File: src/rtl/apb_pkg.sv
// Shared APB definitions: requester FSM states and default bus widths
// (the widths are also used by the APB RAM slave).
package apb_pkg;

    localparam int APB_ADDR_W = 32;
    localparam int APB_DATA_W = 32;

    typedef enum logic [1:0] {IDLE, SETUP, ACCESS, RESP} apb_mst_state_t;

endpackage

File: src/rtl/apb_master_ctrl_if.sv
// Command, response and APB bus signals of the APB requester, bundled with
// a requester-side (master) and an environment-side (slave) view.
interface apb_master_ctrl_if #(
    parameter int ADDR_W = apb_pkg::APB_ADDR_W,
    parameter int DATA_W = apb_pkg::APB_DATA_W
);
    logic              cmd_valid;
    logic              cmd_ready;
    logic              cmd_write;
    logic [ADDR_W-1:0] cmd_addr;
    logic [DATA_W-1:0] cmd_wdata;

    logic              rsp_valid;
    logic              rsp_ready;
    logic [DATA_W-1:0] rsp_rdata;
    logic              rsp_err;
    logic              rsp_timeout;

    logic              psel;
    logic              penable;
    logic              pwrite;
    logic [ADDR_W-1:0] paddr;
    logic [DATA_W-1:0] pwdata;
    logic [DATA_W-1:0] prdata;
    logic              pready;
    logic              pslverr;

    modport master (
        input  cmd_valid, cmd_write, cmd_addr, cmd_wdata, rsp_ready,
        input  prdata, pready, pslverr,
        output cmd_ready, rsp_valid, rsp_rdata, rsp_err, rsp_timeout,
        output psel, penable, pwrite, paddr, pwdata
    );

    modport slave (
        output cmd_valid, cmd_write, cmd_addr, cmd_wdata, rsp_ready,
        output prdata, pready, pslverr,
        input  cmd_ready, rsp_valid, rsp_rdata, rsp_err, rsp_timeout,
        input  psel, penable, pwrite, paddr, pwdata
    );

endinterface

File: src/rtl/apb_master_ctrl.sv
// APB requester: sequences one read/write command at a time through SETUP and
// ACCESS, returning data/error on a valid/ready response port with a timeout.
module apb_master_ctrl
    import apb_pkg::*;
#(
    parameter int ADDR_W         = APB_ADDR_W,
    parameter int DATA_W         = APB_DATA_W,
    parameter int TIMEOUT_CYCLES = 16
) (
    input  logic              pclk,
    input  logic              presetn,
    apb_master_ctrl_if.master bus
);

    localparam int CNT_W = (TIMEOUT_CYCLES > 0) ? $clog2(TIMEOUT_CYCLES + 1) : 1;
    localparam logic [CNT_W-1:0] TO_LAST =
        (TIMEOUT_CYCLES > 0) ? CNT_W'(TIMEOUT_CYCLES - 1) : '0;

    apb_mst_state_t   state;
    apb_mst_state_t   state_nxt;
    logic [CNT_W-1:0] to_cnt;
    logic             timeout_hit;

    assign timeout_hit   = (TIMEOUT_CYCLES > 0) && (to_cnt == TO_LAST);
    assign bus.cmd_ready = (state == IDLE);

    always_ff @(posedge pclk or negedge presetn) begin
        if (!presetn) state <= IDLE;
        else          state <= state_nxt;
    end

    always_comb begin
        state_nxt = state;
        case (state)
            IDLE:    if (bus.cmd_valid) state_nxt = SETUP;
            SETUP:   state_nxt = ACCESS;
            ACCESS:  if (bus.pready || timeout_hit) state_nxt = RESP;
            RESP:    if (bus.rsp_ready) state_nxt = IDLE;
            default: state_nxt = IDLE;
        endcase
    end

    // Bus and response registers; pready/pslverr only matter in ACCESS.
    always_ff @(posedge pclk or negedge presetn) begin
        if (!presetn) begin
            bus.psel        <= 1'b0;
            bus.penable     <= 1'b0;
            bus.pwrite      <= 1'b0;
            bus.paddr       <= '0;
            bus.pwdata      <= '0;
            bus.rsp_valid   <= 1'b0;
            bus.rsp_rdata   <= '0;
            bus.rsp_err     <= 1'b0;
            bus.rsp_timeout <= 1'b0;
            to_cnt          <= '0;
        end else begin
            case (state)
                IDLE: begin
                    if (bus.cmd_valid) begin
                        bus.psel    <= 1'b1;
                        bus.penable <= 1'b0;
                        bus.pwrite  <= bus.cmd_write;
                        bus.paddr   <= bus.cmd_addr;
                        bus.pwdata  <= bus.cmd_write ? bus.cmd_wdata : '0;
                    end
                end
                SETUP: begin
                    bus.penable <= 1'b1;
                    to_cnt      <= '0;
                end
                ACCESS: begin
                    if (bus.pready) begin
                        bus.psel        <= 1'b0;
                        bus.penable     <= 1'b0;
                        bus.rsp_valid   <= 1'b1;
                        bus.rsp_rdata   <= bus.pwrite ? '0 : bus.prdata;
                        bus.rsp_err     <= bus.pslverr;
                        bus.rsp_timeout <= 1'b0;
                    end else if (timeout_hit) begin
                        bus.psel        <= 1'b0;
                        bus.penable     <= 1'b0;
                        bus.rsp_valid   <= 1'b1;
                        bus.rsp_rdata   <= '0;
                        bus.rsp_err     <= 1'b1;
                        bus.rsp_timeout <= 1'b1;
                    end else if (to_cnt != '1) begin
                        to_cnt <= to_cnt + 1'b1;
                    end
                end
                RESP: begin
                    if (bus.rsp_ready) bus.rsp_valid <= 1'b0;
                end
                default: ;
            endcase
        end
    end

endmodule

File: src/flat_wrapper.sv
// flat-port wrapper written by rule: the top's interface ports become plain ports
module apb_master_ctrl_flat import apb_pkg::*;
#(
    parameter int ADDR_W         = APB_ADDR_W,
    parameter int DATA_W         = APB_DATA_W,
    parameter int TIMEOUT_CYCLES = 16
)
  (pclk, presetn, bus_cmd_valid, bus_cmd_write, bus_cmd_addr, bus_cmd_wdata, bus_rsp_ready, bus_prdata, bus_pready, bus_pslverr, bus_cmd_ready, bus_rsp_valid, bus_rsp_rdata, bus_rsp_err, bus_rsp_timeout, bus_psel, bus_penable, bus_pwrite, bus_paddr, bus_pwdata);
  apb_master_ctrl_if #(.ADDR_W(ADDR_W), .DATA_W(DATA_W)) bus_i ();
  input  logic pclk;
  input  logic presetn;
  input wire logic [$bits(bus_i.cmd_valid)-1:0] bus_cmd_valid;
  input wire logic [$bits(bus_i.cmd_write)-1:0] bus_cmd_write;
  input wire logic [$bits(bus_i.cmd_addr)-1:0] bus_cmd_addr;
  input wire logic [$bits(bus_i.cmd_wdata)-1:0] bus_cmd_wdata;
  input wire logic [$bits(bus_i.rsp_ready)-1:0] bus_rsp_ready;
  input wire logic [$bits(bus_i.prdata)-1:0] bus_prdata;
  input wire logic [$bits(bus_i.pready)-1:0] bus_pready;
  input wire logic [$bits(bus_i.pslverr)-1:0] bus_pslverr;
  output wire logic [$bits(bus_i.cmd_ready)-1:0] bus_cmd_ready;
  output wire logic [$bits(bus_i.rsp_valid)-1:0] bus_rsp_valid;
  output wire logic [$bits(bus_i.rsp_rdata)-1:0] bus_rsp_rdata;
  output wire logic [$bits(bus_i.rsp_err)-1:0] bus_rsp_err;
  output wire logic [$bits(bus_i.rsp_timeout)-1:0] bus_rsp_timeout;
  output wire logic [$bits(bus_i.psel)-1:0] bus_psel;
  output wire logic [$bits(bus_i.penable)-1:0] bus_penable;
  output wire logic [$bits(bus_i.pwrite)-1:0] bus_pwrite;
  output wire logic [$bits(bus_i.paddr)-1:0] bus_paddr;
  output wire logic [$bits(bus_i.pwdata)-1:0] bus_pwdata;
  assign bus_i.cmd_valid = bus_cmd_valid;
  assign bus_i.cmd_write = bus_cmd_write;
  assign bus_i.cmd_addr = bus_cmd_addr;
  assign bus_i.cmd_wdata = bus_cmd_wdata;
  assign bus_i.rsp_ready = bus_rsp_ready;
  assign bus_i.prdata = bus_prdata;
  assign bus_i.pready = bus_pready;
  assign bus_i.pslverr = bus_pslverr;
  assign bus_cmd_ready = bus_i.cmd_ready;
  assign bus_rsp_valid = bus_i.rsp_valid;
  assign bus_rsp_rdata = bus_i.rsp_rdata;
  assign bus_rsp_err = bus_i.rsp_err;
  assign bus_rsp_timeout = bus_i.rsp_timeout;
  assign bus_psel = bus_i.psel;
  assign bus_penable = bus_i.penable;
  assign bus_pwrite = bus_i.pwrite;
  assign bus_paddr = bus_i.paddr;
  assign bus_pwdata = bus_i.pwdata;
  apb_master_ctrl #(.ADDR_W(ADDR_W), .DATA_W(DATA_W), .TIMEOUT_CYCLES(TIMEOUT_CYCLES)) u_core (.pclk(pclk), .presetn(presetn), .bus(bus_i));
endmodule
File: config.mk
export PLATFORM = sky130hd
export DESIGN_NAME = apb_master_ctrl_flat
export DESIGN_NICKNAME = d
export VERILOG_FILES = /design/src/rtl/apb_pkg.sv /design/src/rtl/apb_master_ctrl_if.sv /design/src/rtl/apb_master_ctrl.sv /design/src/flat_wrapper.sv
export SDC_FILE = /design/constraint.sdc
export NUM_CORES = 1
export LEC_CHECK = 0
export CORE_UTILIZATION = 41
export DETAILED_ROUTE_END_ITERATION = 10
export MAX_ROUTING_LAYER = met4
export PLACE_DENSITY = 0.89
export RECOVER_POWER = 50
export SYNTH_ARGS = -nofsm -noshare
export SYNTH_HDL_FRONTEND = slang
export SYNTH_SLANG_ARGS = --single-unit
File: constraint.sdc
create_clock -name pclk -period 2 [get_ports pclk]
set_input_delay 0.2 -clock pclk [delete_from_list [all_inputs] [get_ports pclk]]
set_output_delay 0.2 -clock pclk [all_outputs]
set_load 0.005 [all_outputs]
==> metrics.md, run 1 <==
| Metric | Value |
|---|---|
| Max Fclk | 521.8 MHz |
| GP Congestion | 0.8282 |
| Worst path depth | 6 |
| Num CTS Buffers | 9 |
| Critical path, cell by cell | ha_1 > and3_1 > ha_1 > or4b_4 > nand3_1 > o21ai_1 |
| GR peak layer | met2 |
| FF+latch count, synth | 109 |
| GRT Util Overall | 22.01% |
| Crit-path most repeated cell | ha_1 |
| Clock Root Buffer | clkbuf_8 |
| Synth unique cells | 26 |
| Pleak | 3.008 nW |
| Final WL | 11320 um |
| Layout cells sized above 1 | 12.39% |
| Worst reg2reg path startpoint | u_core.to_cnt[1] |
| Status | completed |
| Vias per cell | 5.016 |
| Vias in the first global route | 3570 |
| Synth top area cells | dfrtp_1 64%, mux2_2 8.7%, a22o_1 6.6% |
| Global route overflow | 0 |
| Dpl cell area | 6516 um2 |
| Final worst-path cycle share | 95.83% |
| Hold Crit Class | in -> reg |
| Worst Path Class, Setup | reg -> reg |
| Die area | 10790 um2 |
| Worst-Skew Late Latency | 0.36 ns |
| DR vias | 3461 |
| # DRC | 0 |
| Mapped cell area | 4255 um2 |
| CTS H-tree depth | 3 |
| ANT cells | 0 |
| Final Instance Area | 6724 um2 |
| Tmin final | 1.917 ns |
| DP Wirelength | 8464 um |
| TritonCTS clock tree | done |
| Worst R2R Setup Slack | 0.08 ns |
| Worst path bufs/invs | 0 |
| Initial antenna violation count | 0 |
| Synth warn | 0 |
| # setup viols final | 0 |
| Placeable Area | 9910 um2 |
| Worst Path Max Fanout | 5 |
| Rows | 36 |
| Post-synthesis sequential area ratio | 64.10% |
| Cell count of the worst reg-to-reg path | 6 |
| Sw power | 0.002736 W |
| Worst Hold Margin | 0.3784 ns |
| Synth area leader | dfrtp_1 |
| Pwr Density | 1337 nW/um2 |
| Clock share of power | 14.9% |
| Grt met2 use | 36.10% |
| Met3 Resource Use GR | 4.261% |
| Clk buf depth | 2 |
| Crit. End Element | register |
| Post-Route Setup TNS | 0 ns |
| Routed wire per std cell | 16.41 um |
| Relative max-transition margin | 12.54% |
| Final Max Slew Viols | 0 |
| Part of the power in registers | 41.4% |
| Critical Path Sink | u_core.to_cnt[0] |
| Chip height | 103.9 um |
| Post-layout nets | 663 |
| Gate power share | 43.7% |
| Number of max-cap violations | 0 |
| Met1 Resource Use GR | 27.51% |
| Crit-path leading delay family | simple AND/OR/NAND/NOR gates |
| Initial Utilization | 42.94% |
| Crit path DAT | 2.17 ns |
| Worst-margin pin slew | 1.312 ns |
| Syn_nets | 456 |
| Synthesis-to-finish area growth | 58.01% |
| Total clock sinks | 109 |
| Share of the synthesized area in the top cell type | 64.10% |
| IO buf count | 205 |
| First-pass detailed-route iteration total | 5 |
| Die width | 103.9 um |
| Setup crit start kind | register |
| Final-report hold violation count | 0 |
| Register area | 2728 um2 |
| Slowest stage delay, CP | 0.55 ns |
| FF-to-FF End | u_core.to_cnt[0] |
| Global-route wire length before repair | 18280 um |
| Crit-path slowest cell | or4b_4 |
| Iteration-0 DRC Markers | 160 |
| Final-layout fill cell count | 727 |
| Largest net degree at the start of global routing | 60 |
| HP Start | bus_cmd_wdata[4] |
| Antenna Violating Nets Remaining | 0 |
| Post-Syn Instances | 345 |
| Maximum ir drop on the vdd rail | 0.0006342 V |
| Crit path from | u_core.to_cnt[1] |
| Worst-case clock skew | 0.01073 ns |
| Clk slew on worst S/H paths | 0.11 ns |
| Multi-input gate area | 1436 um2 |
| Worst path required time | 2.25 ns |
| Internal | 0.006251 W |
| Postcts setup bufs | 0 |
| # IOs | 206 |
| Avg Cell Area, Syn | 12.33 um2 |
| Net Sw Frac | 30.44% |
| RSZ-0062 raised after global routing | false |
[timing repair]
item	4_1_cts	5_1_grt
hold endpoints to repair	109	0
resized for setup	1	2
setup endpoints to repair	1	2
pin swaps	0	1
gates cloned	0	0
hold buffers	1	0
[area by class of cell]
class | count | area share, %
flip-flops and latches | 109 | 40.57
repair buffers | 217 | 32.34
multi-input cells | 210 | 21.36
well taps | 133 | 2.475
clock buffers | 9 | 1.842
clock inverters | 7 | 1.135
inverters | 5 | 0.2791
[state kept, by name (all words and copies together) (netlist names)]
| register | flops |
|---|---|
| u_core.bus.paddr | 32 |
| u_core.bus.pwdata | 32 |
| u_core.bus.rsp_rdata | 32 |
| u_core.to_cnt | 5 |
| u_core.state | 2 |
| u_core.bus.penable | 1 |
| u_core.bus.psel | 1 |
| u_core.bus.pwrite | 1 |
| u_core.bus.rsp_err | 1 |
| u_core.bus.rsp_timeout | 1 |
| u_core.bus.rsp_valid | 1 |
[layout by cell type (no fill, tap or decap), drive strengths merged, types with 5 or more instances in the layout]
cell and count:
a22o 32, buf 10, clkbuf 11, clkdlybuf4s50 160, dfrtp 109, dlygate4sd3 45, ha 8, inv 5
mux2 35, nand2 74, o21ai 38
[per-layer routing]
metal  vias up  wire length [um]  part of all wire, %
li1       1599                 -                    -
met1      1674              4823                   43
met2       174              5618                   50
met3        14               723                  6.4
met4         0               155                  1.4
met5         -                 0                    0
[stage by stage]
| stage | utilization [%] | total power (W) | std cells | setup WS [ns] |
|---|---|---|---|---|
| detailed placement | 65.76 | 0.007874 | 673 | -0.01161 |
| CTS | 67.90 | 0.009239 | 690 | 0.02654 |
| floorplan | - | 0.005222 | 345 | 0.1248 |
| global placement | 65.76 | 0.007673 | 673 | 0.08727 |
| global route | 67.85 | 0.009540 | 690 | 0.01473 |
| finish | 67.85 | 0.008987 | 690 | 0.08339 |
[power groups by stage]
stage	sequential, W	clock (W)	combinational [W]
final	0.00372	0.00134	0.00393
after global routing	0.00385	0.00146	0.00423
after floorplan	0.00379	0	0.00144
after CTS	0.00374	0.00138	0.00412
after global placement	0.00371	0	0.00397
after detailed placement	0.00378	0	0.00409
[Yosys cell counts]
library cell,number
inv_1,5
mux2_2,33
nor2_1,3
o311ai_0,1
buf_2,13
mux2i_1,3
nor2b_1,1
o21ai_1,8
nand2b_1,1
a211oi_1,1
or4b_4,1
buf_4,1
o21ai_0,30
ha_1,8
nand4_1,1
nand3_1,3
nor4b_2,1
a21oi_1,4
mux2_1,2
a221oi_2,1
nand2_1,74
clkbuf_1,7
and3_1,1
nor2_2,1
a22o_1,32
dfrtp_1,109
[kinds of logic (layout without fill, tap and decap cells)]
| family | count (synthesis) | count (layout) | share of synthesized area, % |
|---|---|---|---|
| flip-flops | 109 | 109 | 64.10 |
| AND/OR/NAND/NOR | 87 | 87 | 8.557 |
| AO/OA/AOI/OAI | 77 | 77 | 12.26 |
| multiplexers | 38 | 38 | 9.968 |
| buffers and inverters | 26 | 238 | 2.764 |
| adder cells (fa/ha/maj) | 8 | 8 | 2.352 |
[worst min path at each step]
stage | endpoint | slack, ns | depth (start not counted)
after floorplan | u_core.bus.paddr[0] | -0.1 | 0
final | u_core.bus.pwdata[4] | 0.38 | 3
after global routing | u_core.bus.pwdata[15] | 0.38 | 3
after CTS | u_core.bus.pwdata[4] | 0.36 | 3
after global placement | u_core.bus.paddr[10] | 0.21 | 2
after detailed placement | u_core.bus.paddr[6] | 0.23 | 2
[worst min-delay path, cell delays in order]
cell and delay, ns:
clkdlybuf4s50_1 0.39, nand2_1 0.06, o21ai_0 0.06
Note: power is estimated with default switching activity, not from simulation.
==> run 2, diff against run 1 <==
--- a/config.mk
+++ b/config.mk
@@ -13,3 +13,4 @@
 export SYNTH_ARGS = -nofsm -noshare
 export SYNTH_HDL_FRONTEND = slang
 export SYNTH_SLANG_ARGS = --single-unit
+export TNS_END_PERCENT = 50
==> run 2 against run 1 <==
Net effect: register-to-register slack got worse by 0.03 ns; die area unchanged; largest power group unchanged; final area decreased by 0.15%; global-route usage unchanged; critical path type unchanged; clock power about the same; routed wire length increased by 0.19%.
==> metrics.md, run 2 (synthesized netlist as in run 1, its figures left out) <==
| Metric | Value |
|---|---|
| Placeable Area | 9910 um2 |
| Global route overflow | 0 |
| Final-layout fill cell count | 728 |
| Worst-Skew Late Latency | 0.36 ns |
| GRT Util Overall | 22.01% |
| Maximum ir drop on the vdd rail | 0.0006341 V |
| Initial antenna violation count | 0 |
| Pwr Density | 1338 nW/um2 |
| Met3 Resource Use GR | 4.261% |
| Worst Path Class, Setup | reg -> reg |
| Pleak | 3.006 nW |
| Final WL | 11340 um |
| Worst Hold Margin | 0.3795 ns |
| TritonCTS clock tree | done |
| Die width | 103.9 um |
| Num CTS Buffers | 9 |
| Number of max-cap violations | 0 |
| Synthesis-to-finish area growth | 57.78% |
| Setup crit start kind | register |
| Global-route wire length before repair | 18280 um |
| Antenna Violating Nets Remaining | 0 |
| Worst-margin pin slew | 1.341 ns |
| Vias in the first global route | 3570 |
| Crit path DAT | 2.19 ns |
| # DRC | 0 |
| Worst-case clock skew | 0.009197 ns |
| RSZ-0062 raised after global routing | true |
| ANT cells | 0 |
| Initial Utilization | 42.94% |
| Multi-input gate area | 1426 um2 |
| DR vias | 3476 |
| Routed wire per std cell | 16.44 um |
| # IOs | 206 |
| Met1 Resource Use GR | 27.51% |
| Chip height | 103.9 um |
| Iteration-0 DRC Markers | 146 |
| Largest regs | u_core.bus.paddr x32, u_core.bus.pwdata x32, u_core.bus.rsp_rdata x32 |
| Worst Path Max Fanout | 7 |
| Tmin final | 1.950 ns |
| Final Max Slew Viols | 0 |
| Total clock sinks | 109 |
| Final worst-path cycle share | 97.52% |
| Clk slew on worst S/H paths | 0.11 ns |
| Relative max-transition margin | 10.58% |
| Grt met2 use | 36.10% |
| Clock Root Buffer | clkbuf_8 |
| GP Congestion | 0.8282 |
| Vias per cell | 5.038 |
| DP Wirelength | 8464 um |
| Max Fclk | 512.7 MHz |
| Layout cells sized above 1 | 12.39% |
| Crit. End Element | register |
| Status | completed |
| Fin util | 67.75% |
| Commonest non-fill, non-tap cells in the layout | 160 x clkdlybuf4s50_1, 109 x dfrtp_1, 73 x nand2_1 |
| # setup viols final | 0 |
| Commonest non-fill, non-tap cell in the layout | clkdlybuf4s50_1 |
| IO buf count | 205 |
| CTS H-tree depth | 3 |
| Clk buf depth | 2 |
| Rows | 36 |
| Hold Crit Class | in -> reg |
| Final-report hold violation count | 0 |
| Die area | 10790 um2 |
| Largest net degree at the start of global routing | 60 |
| GR peak layer | met2 |
| Worst path required time | 2.24 ns |
| Power, Total | 0.008986 W |
| Post-layout nets | 663 |
| First-pass detailed-route iteration total | 4 |
| Post-Route Setup TNS | 0 ns |
| Register area | 2728 um2 |
-- run 2: critical path, stage by stage (launching register included) --
cell and delay (ns):
dfrtp_1 0.39, ha_1 0.18, and3_1 0.22, ha_2 0.27
nor2_1 0.11, a221oi_2 0.32, mux2_1 0.35
-- run 2: routing by layer --
layer	part of all wire (%)	wire (um)
met5	0	0
met4	1.6	179
met2	50	5631
met1	42	4801
met3	6.4	730
-- run 2: worst paths after layout --
path                                  startpoint                 endpoint  slack (ns)  depth (start not counted)
setup / recovery                u_core.to_cnt[1]          u_core.state[1]        0.05                          6
min in group asynchronous                presetn  u_core.bus.rsp_rdata[8]        0.78                          3
hold reg to reg            u_core.bus.pwdata[12]    u_core.bus.pwdata[12]        0.49                          2
hold / removal                  bus_cmd_wdata[4]     u_core.bus.pwdata[4]        0.38                          3
setup reg to reg                u_core.to_cnt[1]          u_core.state[1]        0.05                          6
max in group asynchronous                presetn     u_core.bus.paddr[31]        0.34                          3
-- run 2: timing repair --
action | in CTS | in global routing
setup endpoints to repair | 1 | 2
buffers inserted | 0 | 0
resized for setup | 1 | 1
hold buffers | 1 | 0
hold endpoints to repair | 109 | 0
-- run 2: area by class of cell --
cell class | count | area share, %
Clock buffer | 9 | 1.845
Sequential cell | 109 | 40.63
Inverter | 5 | 0.2795
Multi-Input combinational cell | 210 | 21.24
Tap cell | 133 | 2.479
Timing Repair Buffer | 217 | 32.39
Clock inverter | 7 | 1.137
-- run 2: per-stage QoR --
stage / setup slack (ns) / std cells / area, um2
global route: -0.02317 / 690 / 6714
detailed placement: -0.01161 / 673 / 6516
global placement: 0.08727 / 673 / 6516
floorplan: 0.1248 / 345 / 4255
finish: 0.04967 / 690 / 6714
CTS: 0.02654 / 690 / 6729
-- run 2: report_power, final --
part | leakage (nW) | switching, W | internal (W) | total, W
combinational | 1.53 | 0.00144 | 0.00249 | 0.00393
sequential | 1.38 | 0.000547 | 0.00317 | 0.00372
clock | 0.0954 | 0.000753 | 0.000584 | 0.00134
==> run 3, diff against run 2 <==
--- a/config.mk
+++ b/config.mk
@@ -8,7 +8,7 @@
 export CORE_UTILIZATION = 41
 export DETAILED_ROUTE_END_ITERATION = 10
 export MAX_ROUTING_LAYER = met4
-export PLACE_DENSITY = 0.89
+export PLACE_DENSITY = 0.81
 export RECOVER_POWER = 50
 export SYNTH_ARGS = -nofsm -noshare
 export SYNTH_HDL_FRONTEND = slang
==> run 3 against run 2 <==
Net effect: power is 2.2% higher; final area increased by 1.1%; flip-flop and latch count unchanged; count of clock-buffer cells in the layout grew 2; non-clock buffer count fell by 1; first-iteration DRC count fell by 22%; maximum frequency is 1.5% higher; hold slack worse by 0.0056 ns; critical path depth is the same; die area unchanged; sequential share of layout area decreased by 0.46 points; worst setup slack better by 0.030 ns; critical path type unchanged.
==> metrics.md, run 3 (synthesized netlist as in run 1, its figures left out) <==
| Metric | Value |
|---|---|
| Commonest non-fill, non-tap cell in the layout | clkdlybuf4s50_1 |
| Die width | 103.9 um |
| Antenna Violating Nets Remaining | 0 |
| Setup crit start kind | register |
| Total clock sinks | 109 |
| Final Instance Area | 6790 um2 |
| Largest net degree at the start of global routing | 46 |
| ANT cells | 0 |
| Relative max-transition margin | 21.03% |
| Pleak | 3.046 nW |
| Rows | 36 |
| IO buf count | 205 |
| Final worst-path cycle share | 96.04% |
| Fin util | 68.52% |
| Global route overflow | 0 |
| DP Wirelength | 7962 um |
| Initial Utilization | 42.94% |
| Placeable Area | 9910 um2 |
| First-pass detailed-route iteration total | 4 |
| DP Cell Count | 672 |
| Worst Path Max Fanout | 5 |
| Largest regs | u_core.bus.paddr x32, u_core.bus.pwdata x32, u_core.bus.rsp_rdata x32 |
| Commonest non-fill, non-tap cells in the layout | 162 x clkdlybuf4s50_1, 109 x dfrtp_1, 73 x nand2_1 |
| Final Max Slew Viols | 0 |
| Num CTS Buffers | 9 |
| # IOs | 206 |
| Maximum ir drop on the vdd rail | 0.0006399 V |
| Layout cells sized above 1 | 12.07% |
| Tmin final | 1.921 ns |
| RSZ-0062 raised after global routing | true |
| Vias per cell | 4.980 |
| Hold Crit Class | in -> reg |
| Crit path DAT | 2.17 ns |
| Final WL | 10690 um |
| Number of max-cap violations | 0 |
| TritonCTS clock tree | done |
| Chip height | 103.9 um |
| Worst-margin pin slew | 1.185 ns |
| Worst-case clock skew | 0.01140 ns |
| # setup viols final | 0 |
| Synthesis-to-finish area growth | 59.57% |
| Vias in the first global route | 3486 |
| # DRC | 0 |
| Routed wire per std cell | 15.54 um |
| DR vias | 3426 |
| Worst-Skew Late Latency | 0.36 ns |
| Iteration-0 DRC Markers | 114 |
| Status | completed |
| Max Fclk | 520.6 MHz |
| Worst path required time | 2.25 ns |
| CTS H-tree depth | 3 |
| Clk slew on worst S/H paths | 0.10 ns |
| Global-route wire length before repair | 17750 um |
| Pwr Density | 1352 nW/um2 |
| Dpl cell area | 6521 um2 |
| Clock Root Buffer | clkbuf_8 |
| Post-layout nets | 662 |
| Die area | 10790 um2 |
| GRT Util Overall | 21.50% |
| Clk buf depth | 2 |
| GP Congestion | 0.8179 |
| Initial antenna violation count | 0 |
| Crit. End Element | register |
| Layout Cells excl Fill | 688 |
| Worst Path Class, Setup | reg -> reg |
| Final-report hold violation count | 0 |
## run 3: per-stage QoR
step           hold slack (ns)  setup TNS [ns]  worst slack [ns]  total power, W
6_report                0.3739               0           0.07926        0.009180
5_1_grt                 0.3548       -0.003121         -0.003121        0.009787
4_1_cts                 0.3575               0           0.03134        0.009465
3_5_place_dp            0.2519               0           0.01072        0.007836
3_3_place_gp            0.2507               0           0.08515        0.007669
2_1_floorplan         -0.09559               0            0.1248        0.005222
## run 3: path summary, 6_finish.rpt
path / startpoint / to / slack (ns) / cells after the start
worst min-delay path: bus_cmd_wdata[10] / u_core.bus.pwdata[10] / 0.37 / 3
worst max-delay path: u_core.to_cnt[1] / u_core.to_cnt[0] / 0.08 / 6
worst min register to register: u_core.bus.pwdata[26] / u_core.bus.pwdata[26] / 0.48 / 2
min in group asynchronous: presetn / u_core.bus.paddr[9] / 0.63 / 2
worst max register to register: u_core.to_cnt[1] / u_core.to_cnt[0] / 0.08 / 6
max in group asynchronous: presetn / u_core.bus.rsp_rdata[30] / 0.61 / 3
## run 3: timing repair
action	in CTS	in global routing
endpoints found under the setup margin	1	3
gates resized for setup	1	2
cloned	0	0
endpoints found under the hold margin	43	0
hold buffers	1	0
buffers inserted	0	0
## run 3: area by class of cell
type                       count  area (um2)
sequential                   109        2728
clock inverter                 4       95.09
clock buffer                  11       151.4
timing repair buffer         216        2195
multi-input combinational    210        1436
fill                         764        3119
tap                          133       166.4
inverter                       5       18.77
## run 3: critical path, stage by stage, from the launching register on
cell,delay (ns)
dfrtp_1,0.41
ha_1,0.20
and3_1,0.23
ha_1,0.24
or4b_4,0.56
nand3_1,0.10
o21ai_1,0.07
## run 3: power breakdown
part	total, W	internal [W]	switching (W)
Clock	0.00159	0.000892	0.000701
Sequential	0.00368	0.00317	0.000505
Combinational	0.00391	0.00250	0.00141
## run 3: layer usage
layer  part of all wire (%)  GRT usage [%]  vias to the layer above
li1                       -              -                     1601
met1                     43          27.54                     1661
met2                     49          33.81                      153
met3                    6.8          5.075                       11
met4                    1.2          7.143                        0
met5                      0              -                        -
